==> config.mk <==
export PLATFORM = sky130hd
export DESIGN_NAME = writeback_arbiter
export DESIGN_NICKNAME = d
export VERILOG_FILES = /design/src/rtl/rv32i_pkg.sv /design/src/rtl/wb_fifo.sv /design/src/rtl/writeback_arbiter.sv
export SDC_FILE = /design/constraint.sdc
export NUM_CORES = 1
export LEC_CHECK = 0
export CORE_ASPECT_RATIO = 2
export CORE_MARGIN = 3
export CORE_UTILIZATION = 55
export CTS_CLUSTER_DIAMETER = 120
export CTS_CLUSTER_SIZE = 14
export DETAILED_ROUTE_END_ITERATION = 10
export PLACE_DENSITY = 0.85
export SETUP_SLACK_MARGIN = 0.4
export SLEW_MARGIN = 10
export SYNTH_ARGS = -nofsm -noshare
export SYNTH_HDL_FRONTEND = slang
export SYNTH_SLANG_ARGS = --single-unit
==> constraint.sdc <==
create_clock -name clk -period 7.1 [get_ports clk]
set_input_delay 2.13 -clock clk [delete_from_list [all_inputs] [get_ports clk]]
set_output_delay 2.13 -clock clk [all_outputs]
set_load 0.01 [all_outputs]
==> src/rtl/rv32i_pkg.sv <==
// Shared RV32I definitions for the write-back stage: data width, register
// address width, the buffered write-back entry and a few small helpers.
package rv32i_pkg;

  localparam int XLEN       = 32;
  localparam int REG_ADDR_W = 5;
  localparam int NUM_REGS   = 1 << REG_ADDR_W;

  localparam logic [REG_ADDR_W-1:0] REG_ZERO = 5'd0;

  // One pending register-file write. from_lsu marks results that must
  // release a scoreboard bit when they commit.
  typedef struct packed {
    logic [REG_ADDR_W-1:0] rd;
    logic [XLEN-1:0]       data;
    logic                  from_lsu;
  } wb_entry_t;

  localparam int WB_ENTRY_W = $bits(wb_entry_t);

  // Which producer owns the write port in the current cycle.
  typedef enum logic [1:0] {
    SRC_NONE = 2'd0,
    SRC_ALU  = 2'd1,
    SRC_LSU  = 2'd2
  } wb_src_e;

  // x0 is architecturally constant, so it never receives a write and is
  // never tracked as pending.
  function automatic logic is_reg_zero(input logic [REG_ADDR_W-1:0] r);
    return (r == REG_ZERO);
  endfunction

  // One-hot mask for a destination register, with x0 always masked out.
  function automatic logic [NUM_REGS-1:0] reg_mask(input logic [REG_ADDR_W-1:0] r);
    logic [NUM_REGS-1:0] m;
    m = '0;
    if (!is_reg_zero(r)) begin
      m[r] = 1'b1;
    end
    return m;
  endfunction

endpackage

==> src/rtl/wb_fifo.sv <==
// Small synchronous FIFO holding LSU write-back entries until the register
// file write port is free. Depth must be a power of two so the pointers wrap
// naturally.
module wb_fifo
  import rv32i_pkg::*;
#(
  parameter int DEPTH = 2
) (
  input  logic                    clk,
  input  logic                    rst_n,
  input  logic                    push_i,
  input  logic [WB_ENTRY_W-1:0]   wdata_i,
  input  logic                    pop_i,
  output logic [WB_ENTRY_W-1:0]   rdata_o,
  output logic                    full_o,
  output logic                    empty_o,
  output logic [$clog2(DEPTH):0]  count_o
);

  localparam int PTR_W = $clog2(DEPTH);
  localparam logic [PTR_W:0] FULL_COUNT = (PTR_W+1)'(DEPTH);

  wb_entry_t        mem_q [DEPTH];
  logic [PTR_W-1:0] wrPtr_q, wrPtr_d;
  logic [PTR_W-1:0] rdPtr_q, rdPtr_d;
  logic [PTR_W:0]   count_q, count_d;
  logic             doPush;
  logic             doPop;

  assign full_o  = (count_q == FULL_COUNT);
  assign empty_o = (count_q == '0);
  assign count_o = count_q;
  assign rdata_o = mem_q[rdPtr_q];

  // A pop is only honoured when data is present; a push into a full buffer is
  // allowed only when the head leaves in the same cycle.
  assign doPop  = pop_i && !empty_o;
  assign doPush = push_i && (!full_o || doPop);

  // Next-state pointers and occupancy from the effective push/pop pair.
  always_comb begin
    wrPtr_d = wrPtr_q;
    rdPtr_d = rdPtr_q;
    count_d = count_q;
    if (doPush) begin
      wrPtr_d = wrPtr_q + 1'b1;
    end
    if (doPop) begin
      rdPtr_d = rdPtr_q + 1'b1;
    end
    case ({doPush, doPop})
      2'b10:   count_d = count_q + 1'b1;
      2'b01:   count_d = count_q - 1'b1;
      default: count_d = count_q;
    endcase
  end

  // Pointer and occupancy registers; reset empties the buffer.
  always_ff @(posedge clk) begin
    if (!rst_n) begin
      wrPtr_q <= '0;
      rdPtr_q <= '0;
      count_q <= '0;
    end else begin
      wrPtr_q <= wrPtr_d;
      rdPtr_q <= rdPtr_d;
      count_q <= count_d;
    end
  end

  // Entry storage; contents are meaningless while empty so it needs no reset.
  always_ff @(posedge clk) begin
    if (doPush) begin
      mem_q[wrPtr_q] <= wb_entry_t'(wdata_i);
    end
  end

endmodule

==> src/rtl/writeback_arbiter.sv <==
// Register-file write-port driver: merges single-cycle ALU results with
// buffered LSU results (ALU first), tracks destinations of outstanding loads
// for decode hazard checks, and requests an ALU bubble when the LSU buffer
// has been starved for too long.
module writeback_arbiter #(
  parameter int XLEN         = 32,
  parameter int FIFO_DEPTH   = 2,
  parameter int STARVE_LIMIT = 4
) (
  input  logic            clk,
  input  logic            rst_n,
  input  logic            alu_valid_i,
  input  logic [4:0]      alu_rd_i,
  input  logic [XLEN-1:0] alu_data_i,
  input  logic            lsu_valid_i,
  output logic            lsu_ready_o,
  input  logic [4:0]      lsu_rd_i,
  input  logic [XLEN-1:0] lsu_data_i,
  input  logic            issue_long_i,
  input  logic [4:0]      issue_rd_i,
  input  logic [4:0]      rs1_addr_i,
  input  logic [4:0]      rs2_addr_i,
  input  logic [4:0]      rd_addr_i,
  output logic            hazard_o,
  output logic            stall_o,
  output logic            RegWrite_o,
  output logic [4:0]      register_write_addr_o,
  output logic [XLEN-1:0] register_write_data_o
);

  import rv32i_pkg::*;

  localparam int COUNT_W = $clog2(FIFO_DEPTH) + 1;
  localparam int STARVE_W = $clog2(STARVE_LIMIT + 1);
  localparam logic [COUNT_W-1:0]  FIFO_FULL_COUNT = COUNT_W'(FIFO_DEPTH);
  localparam logic [STARVE_W-1:0] STARVE_LAST     = STARVE_W'(STARVE_LIMIT - 1);

  // FIFO interface
  wb_entry_t          lsuEntry;
  wb_entry_t          fifoHead;
  logic               fifoPush;
  logic               fifoPop;
  logic               fifoFull;
  logic               fifoEmpty;
  logic [COUNT_W-1:0] fifoCount;

  // Arbitration result
  wb_src_e            wbSrc;
  wb_entry_t          aluEntry;
  wb_entry_t          selEntry;

  // Output register
  logic               regWrite_q;
  logic [4:0]         wbAddr_q;
  logic [XLEN-1:0]    wbData_q;
  logic               wbFromLsu_q;

  // Scoreboard
  logic [NUM_REGS-1:0] pending_q, pending_d;

  // Starvation tracking
  logic [STARVE_W-1:0] starveCount_q, starveCount_d;
  logic                stall_q, stall_d;

  assign lsuEntry = '{rd: lsu_rd_i, data: lsu_data_i, from_lsu: 1'b1};
  assign aluEntry = '{rd: alu_rd_i, data: alu_data_i, from_lsu: 1'b0};

  // Ready depends only on occupancy (and is held low in reset), never on
  // lsu_valid_i, so the LSU can use it without a combinational loop.
  assign lsu_ready_o = rst_n && (fifoCount != FIFO_FULL_COUNT);
  assign fifoPush    = lsu_valid_i && lsu_ready_o;

  wb_fifo #(
    .DEPTH (FIFO_DEPTH)
  ) u_lsu_fifo (
    .clk     (clk),
    .rst_n   (rst_n),
    .push_i  (fifoPush),
    .wdata_i (lsuEntry),
    .pop_i   (fifoPop),
    .rdata_o (fifoHead),
    .full_o  (fifoFull),
    .empty_o (fifoEmpty),
    .count_o (fifoCount)
  );

  // Pick this cycle's writer: ALU has strict priority, the buffered LSU head
  // only goes out in cycles without ALU traffic.
  always_comb begin
    wbSrc    = SRC_NONE;
    selEntry = '0;
    fifoPop  = 1'b0;
    if (alu_valid_i) begin
      wbSrc    = SRC_ALU;
      selEntry = aluEntry;
    end else if (!fifoEmpty) begin
      wbSrc    = SRC_LSU;
      selEntry = fifoHead;
      fifoPop  = 1'b1;
    end
  end

  // Register the selected write. An x0 destination still updates address and
  // data but keeps the write enable low.
  always_ff @(posedge clk) begin
    if (!rst_n) begin
      regWrite_q  <= 1'b0;
      wbAddr_q    <= '0;
      wbData_q    <= '0;
      wbFromLsu_q <= 1'b0;
    end else if (wbSrc != SRC_NONE) begin
      regWrite_q  <= !is_reg_zero(selEntry.rd);
      wbAddr_q    <= selEntry.rd;
      wbData_q    <= selEntry.data;
      wbFromLsu_q <= selEntry.from_lsu;
    end else begin
      regWrite_q  <= 1'b0;
      wbFromLsu_q <= 1'b0;
    end
  end

  // Pending-destination update: an LSU write clears its bit on the edge the
  // register file commits it, a new load issue sets a bit, and a set on the
  // same register in the same cycle overrides the clear.
  always_comb begin
    pending_d = pending_q;
    if (regWrite_q && wbFromLsu_q) begin
      pending_d = pending_d & ~reg_mask(wbAddr_q);
    end
    if (issue_long_i) begin
      pending_d = pending_d | reg_mask(issue_rd_i);
    end
    pending_d[0] = 1'b0;
  end

  // Scoreboard register.
  always_ff @(posedge clk) begin
    if (!rst_n) begin
      pending_q <= '0;
    end else begin
      pending_q <= pending_d;
    end
  end

  assign hazard_o = pending_q[rs1_addr_i] | pending_q[rs2_addr_i] | pending_q[rd_addr_i];

  // Count consecutive cycles where the ALU keeps the port while the LSU
  // buffer is full; on the last one request a single bubble and restart.
  always_comb begin
    starveCount_d = '0;
    stall_d       = 1'b0;
    if (fifoFull && alu_valid_i) begin
      if (starveCount_q == STARVE_LAST) begin
        stall_d = 1'b1;
      end else begin
        starveCount_d = starveCount_q + 1'b1;
      end
    end
  end

  // Starvation counter and registered bubble request.
  always_ff @(posedge clk) begin
    if (!rst_n) begin
      starveCount_q <= '0;
      stall_q       <= 1'b0;
    end else begin
      starveCount_q <= starveCount_d;
      stall_q       <= stall_d;
    end
  end

  assign stall_o               = stall_q;
  assign RegWrite_o            = regWrite_q;
  assign register_write_addr_o = wbAddr_q;
  assign register_write_data_o = wbData_q;

endmodule

* Word level (Yosys, flattened, before mapping)
Memory sizes are Yosys's and may differ from the RTL's. A register that Yosys moved wholly into a read port is not among the register bits.
Index checks and enable logic that the tools add are counted.
** Operators by class
- Add/sub/neg operators :: 5
- Eq/ne operators :: 5
- Reduce and logical (&&, ||, !) cells :: 22
- Multiplexer cells :: 28
- Bitwise operators :: 8
- $lt $le $gt $ge :: 7
** Operators by type and width (count)
- 2-to-1 mux 32 bit :: 6
- 2-to-1 mux 38 bit :: 2
- AND 32 bit :: 1
- NOT 32 bit :: 1
- OR 32 bit :: 1
- < comparator 5 x 6 -> 1 bit (second input constant) :: 5
- binary-select mux 1 bit (select 5 bit) :: 3
- zero test 5 bit :: 3
- 2-to-1 mux 1 bit :: 12
- demux 1 bit (select 5 bit) :: 2
- >= comparator 5 x 1 -> 1 bit (second input constant) :: 2
- logical AND 1 bit :: 8
- equality test 2 bit (second input constant) :: 2
- 2-to-1 mux 2 bit :: 2
- case mux 2 bit (2 select lines) :: 1
- AND reduction 2 bit :: 2
- nonzero test 2 bit :: 2
- OR reduction 4 bit :: 1
- adder 3 x 1 -> 3 bit (second input constant) :: 1
- equality test 3 x 2 -> 1 bit (second input constant) :: 1
- zero test 1 bit :: 3
- NOT 1 bit :: 3
- OR reduction 3 bit :: 1
- adder 1 bit (second input constant) :: 2
- 7 further kinds :: 8
** Storage, ports and cells
- Memory bits (writable) :: 74
- Memories :: 1
- Output and inout port bits :: 41
- Input bits :: 99
- Logic and storage cells :: 87
- Bits in registers :: 79
** Memory list
- u_lsu_fifo.mem_q :: words 2, width 37, rd ports 1, clocked after Yosys merged registers in 1, write ports 1, line wb_fifo.sv:23 : wb_entry_t mem_q [DEPTH];

* Longest topological paths before layout
- Word-level depth :: 11
- Mapped depth :: 9
- Depth with buffers taken out :: 7

* By module
From an unflattened synthesis, not the netlist that was laid out.
** Unflattened totals
- Cells, all modules :: 624
- Area, all modules :: 7330.8 sq um
** Modules (own cells, without submodules)
- writeback_arbiter :: cells each 476, times used 1, sequential area each 1481.4 sq um, area an instance 4261.6 sq um
- wb_fifo :: cells each 148, times used 1, sequential area each 2382.3 sq um, area an instance 3069.2 sq um

* Worst setup path after synthesis
OpenSTA, ideal clock, no wires.
- Path kind :: input port to output port
- Start point :: input port rs1_addr_i[2]
- End point :: output port hazard_o
- Required time :: 4.970 ns
- Arrival time :: 3.405 ns
- Path buffers :: 1
- Slack :: 1.565 ns
- Stages on the path :: 6
- Cell sequence :: buf_2 > mux4_2 > nand4b_1 > o21ai_0 > nor4_2 > o2111ai_1
** On the way
- Cells in the longest elaborated chain, start to end :: 4
** Ends and longest elaborated chain
- start: declaration :: line writeback_arbiter.sv:21 : input logic [4:0] rs1_addr_i,
- binary-select mux 1 bit (select 5 bit) :: line writeback_arbiter.sv:145 : assign hazard_o = pending_q[rs1_addr_i] | pending_q[rs2_addr_i] | pending_q[rd_addr_i];
- 2-to-1 mux 1 bit (not written as such) :: line writeback_arbiter.sv:145
- OR 1 bit (2 in series) :: line writeback_arbiter.sv:145
- end: declaration :: line writeback_arbiter.sv:24 : output logic hazard_o,
Every way passes these cells. The select of a mux whose other input is x is not followed.

* Final worst setup path
- Start point :: input port rs2_addr_i[1]
- End point :: output port hazard_o
** On the way
- Cells in the longest elaborated chain, start to end :: 4
** Ends and longest elaborated chain
- start: declaration :: line writeback_arbiter.sv:22 : input logic [4:0] rs2_addr_i,
- binary-select mux 1 bit (select 5 bit) :: line writeback_arbiter.sv:145
- 2-to-1 mux 1 bit (not written as such) :: line writeback_arbiter.sv:145
- OR 1 bit (2 in series) :: line writeback_arbiter.sv:145
Every way passes these cells. The select of a mux whose other input is x is not followed.

==> flow_summary.json <==
{
  "start_kind": "input pin",
  "maxCapViolCount": 0,
  "pwr-share-seq_pct": 43.5,
  "crit_cells": 7,
  "dpl_cell_area_mm2": 0.00798,
  "vias_per_cell": 6.43,
  "wl_per_cell_um": 24.6,
  "holdWs_ns": 0.441,
  "die_y_um": 160,
  "drc_errors": 0,
  "power.density_mw_per_mm2": 289,
  "finClkSkew_ns": 0.00927,
  "worstRegToRegCells": 6,
  "power_switching_uw": 682,
  "die_x_um": 83.0,
  "synth_flop_cell": "dfxtp_1",
  "syn-num-nets": 636,
  "nNetsFinal": 763,
  "rsz0062_at_grt": "no",
  "setup_ws_ns": 0.604,
  "p_int_mw": 1.81,
  "combinationalPowerShare_pct": 18.2,
  "status": "complete, no violations",
  "layout.cells.non_filler": 816,
  "min_path_cells": 1,
  "vias": 5244,
  "cp_max_fo": 3,
  "r2r_slack_ns": 4.34,
  "antenna_found_initial": 0,
  "cts_tree": "built",
  "ys_seq_area_share_pct": 58.2,
  "overflow": 0,
  "grt_usage_pct": 30.4,
  "worstMarginPinSlew_ns": 1.29,
  "synth.area.top_cells": "edfxtp_1 (34%), dfxtp_1 (24%), mux2_2 (6.0%)",
  "hold_class": "reg -> reg",
  "initial_utilization_pct": 56.8,
  "wl_um": 20100,
  "grt_max_degree": 76,
  "ys_async_sr_fraction_pct": 0,
  "port_buffers": 139,
  "grt_pass1_vias": 5675,
  "syn_area_mm2": 0.00653,
  "place_congestion": 1.11,
  "clock_sinks": 153,
  "grt_pass1_wl_um": 30600,
  "stdcell_area_mm2": 0.00861,
  "setup_viol": 0,
  "drt_iter0_drc": 476,
  "arrival_ns": 4.37,
  "p_leak_nw": 3.01,
  "fin_crit_sh_pct": 91.5,
  "hold_viol": 0,
  "yosysWarnings": 0,
  "path_class": "in -> out",
  "vdd_drop_max_uv": 245,
  "pre_cts_ws_ns": 0.388,
  "critPathMaxStageDelay_ns": 0.58,
  "ys_top_cells_by_count": "dfxtp_1 (79), edfxtp_1 (74), nor2_1 (56)",
  "dpl.hpwl_um": 13900,
  "num_antenna_cells": 0,
  "cts-root-buf": "clkbuf_16",
  "core_area_mm2": 0.0115,
  "end_kind": "primary output",
  "critPathRequiredTime_ns": 4.97,
  "io_pins": 140,
  "post_cts_buffers": 0,
  "fin_util_pct": 74.9,
  "synth_edf_count": 74,
  "slew_violations": 0,
  "fmax_mhz": 154,
  "clockBufferDepth": 2,
  "h-tree-depth": 4,
  "crit_slowest_cell": "clkdlybuf4s50_1",
  "die-area_mm2": 0.0133,
  "synth_most_common_cell": "dfxtp_1",
  "synth_top_area_share_pct": 34.0,
  "synth_area_per_cell_um2": 12.2,
  "clkLatencyLatePin_ns": 0.42,
  "cts_made_buffers": 17,
  "critical_path_buf_inv_count": 2,
  "yosysTopAreaCell": "edfxtp_1",
  "final.setup.tns_ns": 0,
  "ys_types": 40,
  "worst_path_most_repeated_cell": "clkdlybuf4s50_1",
  "drtAntennaViolNets": 0,
  "synth_seq_cells": 153,
  "power_mw": 2.49,
  "clkTransAtPathRegs_ns": 0.06,
  "p_clk_share_pct": 38.3,
  "synthCells": 534,
  "cp_top_family": "buffers and inverters",
  "crit_chain": "clkdlybuf4s50_1 -> mux4_2 -> mux2i_1 -> nor3b_1 -> nor4_2 -> o2111ai_1 -> clkdlybuf4s50_1",
  "num_rows": 55,
  "slew_headroom_pct": 14.0,
  "first_pass_iters": 9,
  "dp_cells": 784,
  "p_sw_share_pct": 27.4,
  "area_delta_synth_final_pct": 31.9,
  "drive_gt1_share_pct": 14.2,
  "period_minus_slack_ns": 6.50
}
## cells in the final DEF, fill, tap and decap left out, types with 3 or more instances in the layout
cell,count
or3_1,3
o21ai_0,38
mux4_2,16
nor3_1,3
edfxtp_1,74
nand3_1,3
nor2_1,54
inv_6,5
clkdlybuf4s50_1,133
a21oi_1,42
a222oi_1,32
nor3b_1,9
nand4_1,3
and3_1,3
nand3b_1,4
clkinvlp_4,4
mux2_2,35
dlymetal6s2s_1,5
bufinv_16,3
buf_4,6
ha_1,3
nand2_1,47
dfxtp_1,78
mux2i_1,15
mux4_1,4
clkbuf_16,17
inv_1,5
## cells by family (layout without fill, tap and decap cells)
| logic type | count (synthesis) | count (layout) | share of synthesized area [%] |
|---|---|---|---|
| AOI/OAI and AO/OA | 118 | 118 | 11.8 |
| xor gates and xnor gates | 4 | 4 | 0.537 |
| adders and majority gates | 3 | 3 | 0.575 |
| buffers and inverters | 43 | 183 | 3.22 |
| DFF | 153 | 153 | 58.2 |
| muxes | 70 | 70 | 15.5 |
| and+or+nand+nor | 143 | 143 | 10.1 |
## layer usage
layer,up-vias,wire [um],track usage [%]
met5,-,0,0
met4,0,1620,22.7
met3,93,1210,6.66
met2,322,11100,57.0
met1,2525,6120,27.3
li1,2304,-,-
## repair_timing
item / in CTS / in global routing
cloned: 0 / 0
endpoints found under the setup margin: 1 / 1
hold buffers: 0 / 0
resized for setup: 1 / 5
pin swaps: 0 / 0
## worst register-to-register path, stage by stage (launching register included)
cell     delay [ns]
dfxtp_1        0.46
nor2_1         0.08
or2_1          0.32
inv_1          0.87
ha_1           0.43
or3_1          0.38
a21oi_1        0.15
## area by class of cell
type	instances	area (um^2)
flip-flops and latches	153	3800
fillers	713	2880
multi-input cells	338	2540
repair buffers	145	1450
clock buffers	18	439
clock inverters	14	184
well taps	142	178
inverters	6	22.5
## power by group through the flow
stage               logic, mW  registers, mW  clock network, mW
floorplan               0.268           1.07                  0
global placement        0.429           1.09                  0
detailed placement      0.444           1.10                  0
CTS                     0.454           1.08              0.957
global route            0.483           1.09              0.998
finish                  0.454           1.08              0.953
## flip-flops by register name (all words and copies together) (netlist names), named ones only
register,flops
u_lsu_fifo.rdPtr_q,1
RegWrite_o,1
u_lsu_fifo.mem_q,74
u_lsu_fifo.count_o,2
starveCount_q,3
register_write_addr_o,5
register_write_data_o,32
u_lsu_fifo.wrPtr_q,1
pending_q,31
stall_o,1
wbFromLsu_q,1
## path summary, 6_finish.rpt
| check | start | endpoint |
|---|---|---|
| setup / recovery | rs2_addr_i[1] | hazard_o |
| hold / removal | starveCount_q[0] | starveCount_q[0] |
| setup reg to reg | u_lsu_fifo.count_o[0] | u_lsu_fifo.count_o[1] |
| hold reg to reg | starveCount_q[0] | starveCount_q[0] |
Note: power is estimated with default switching activity, not from simulation.
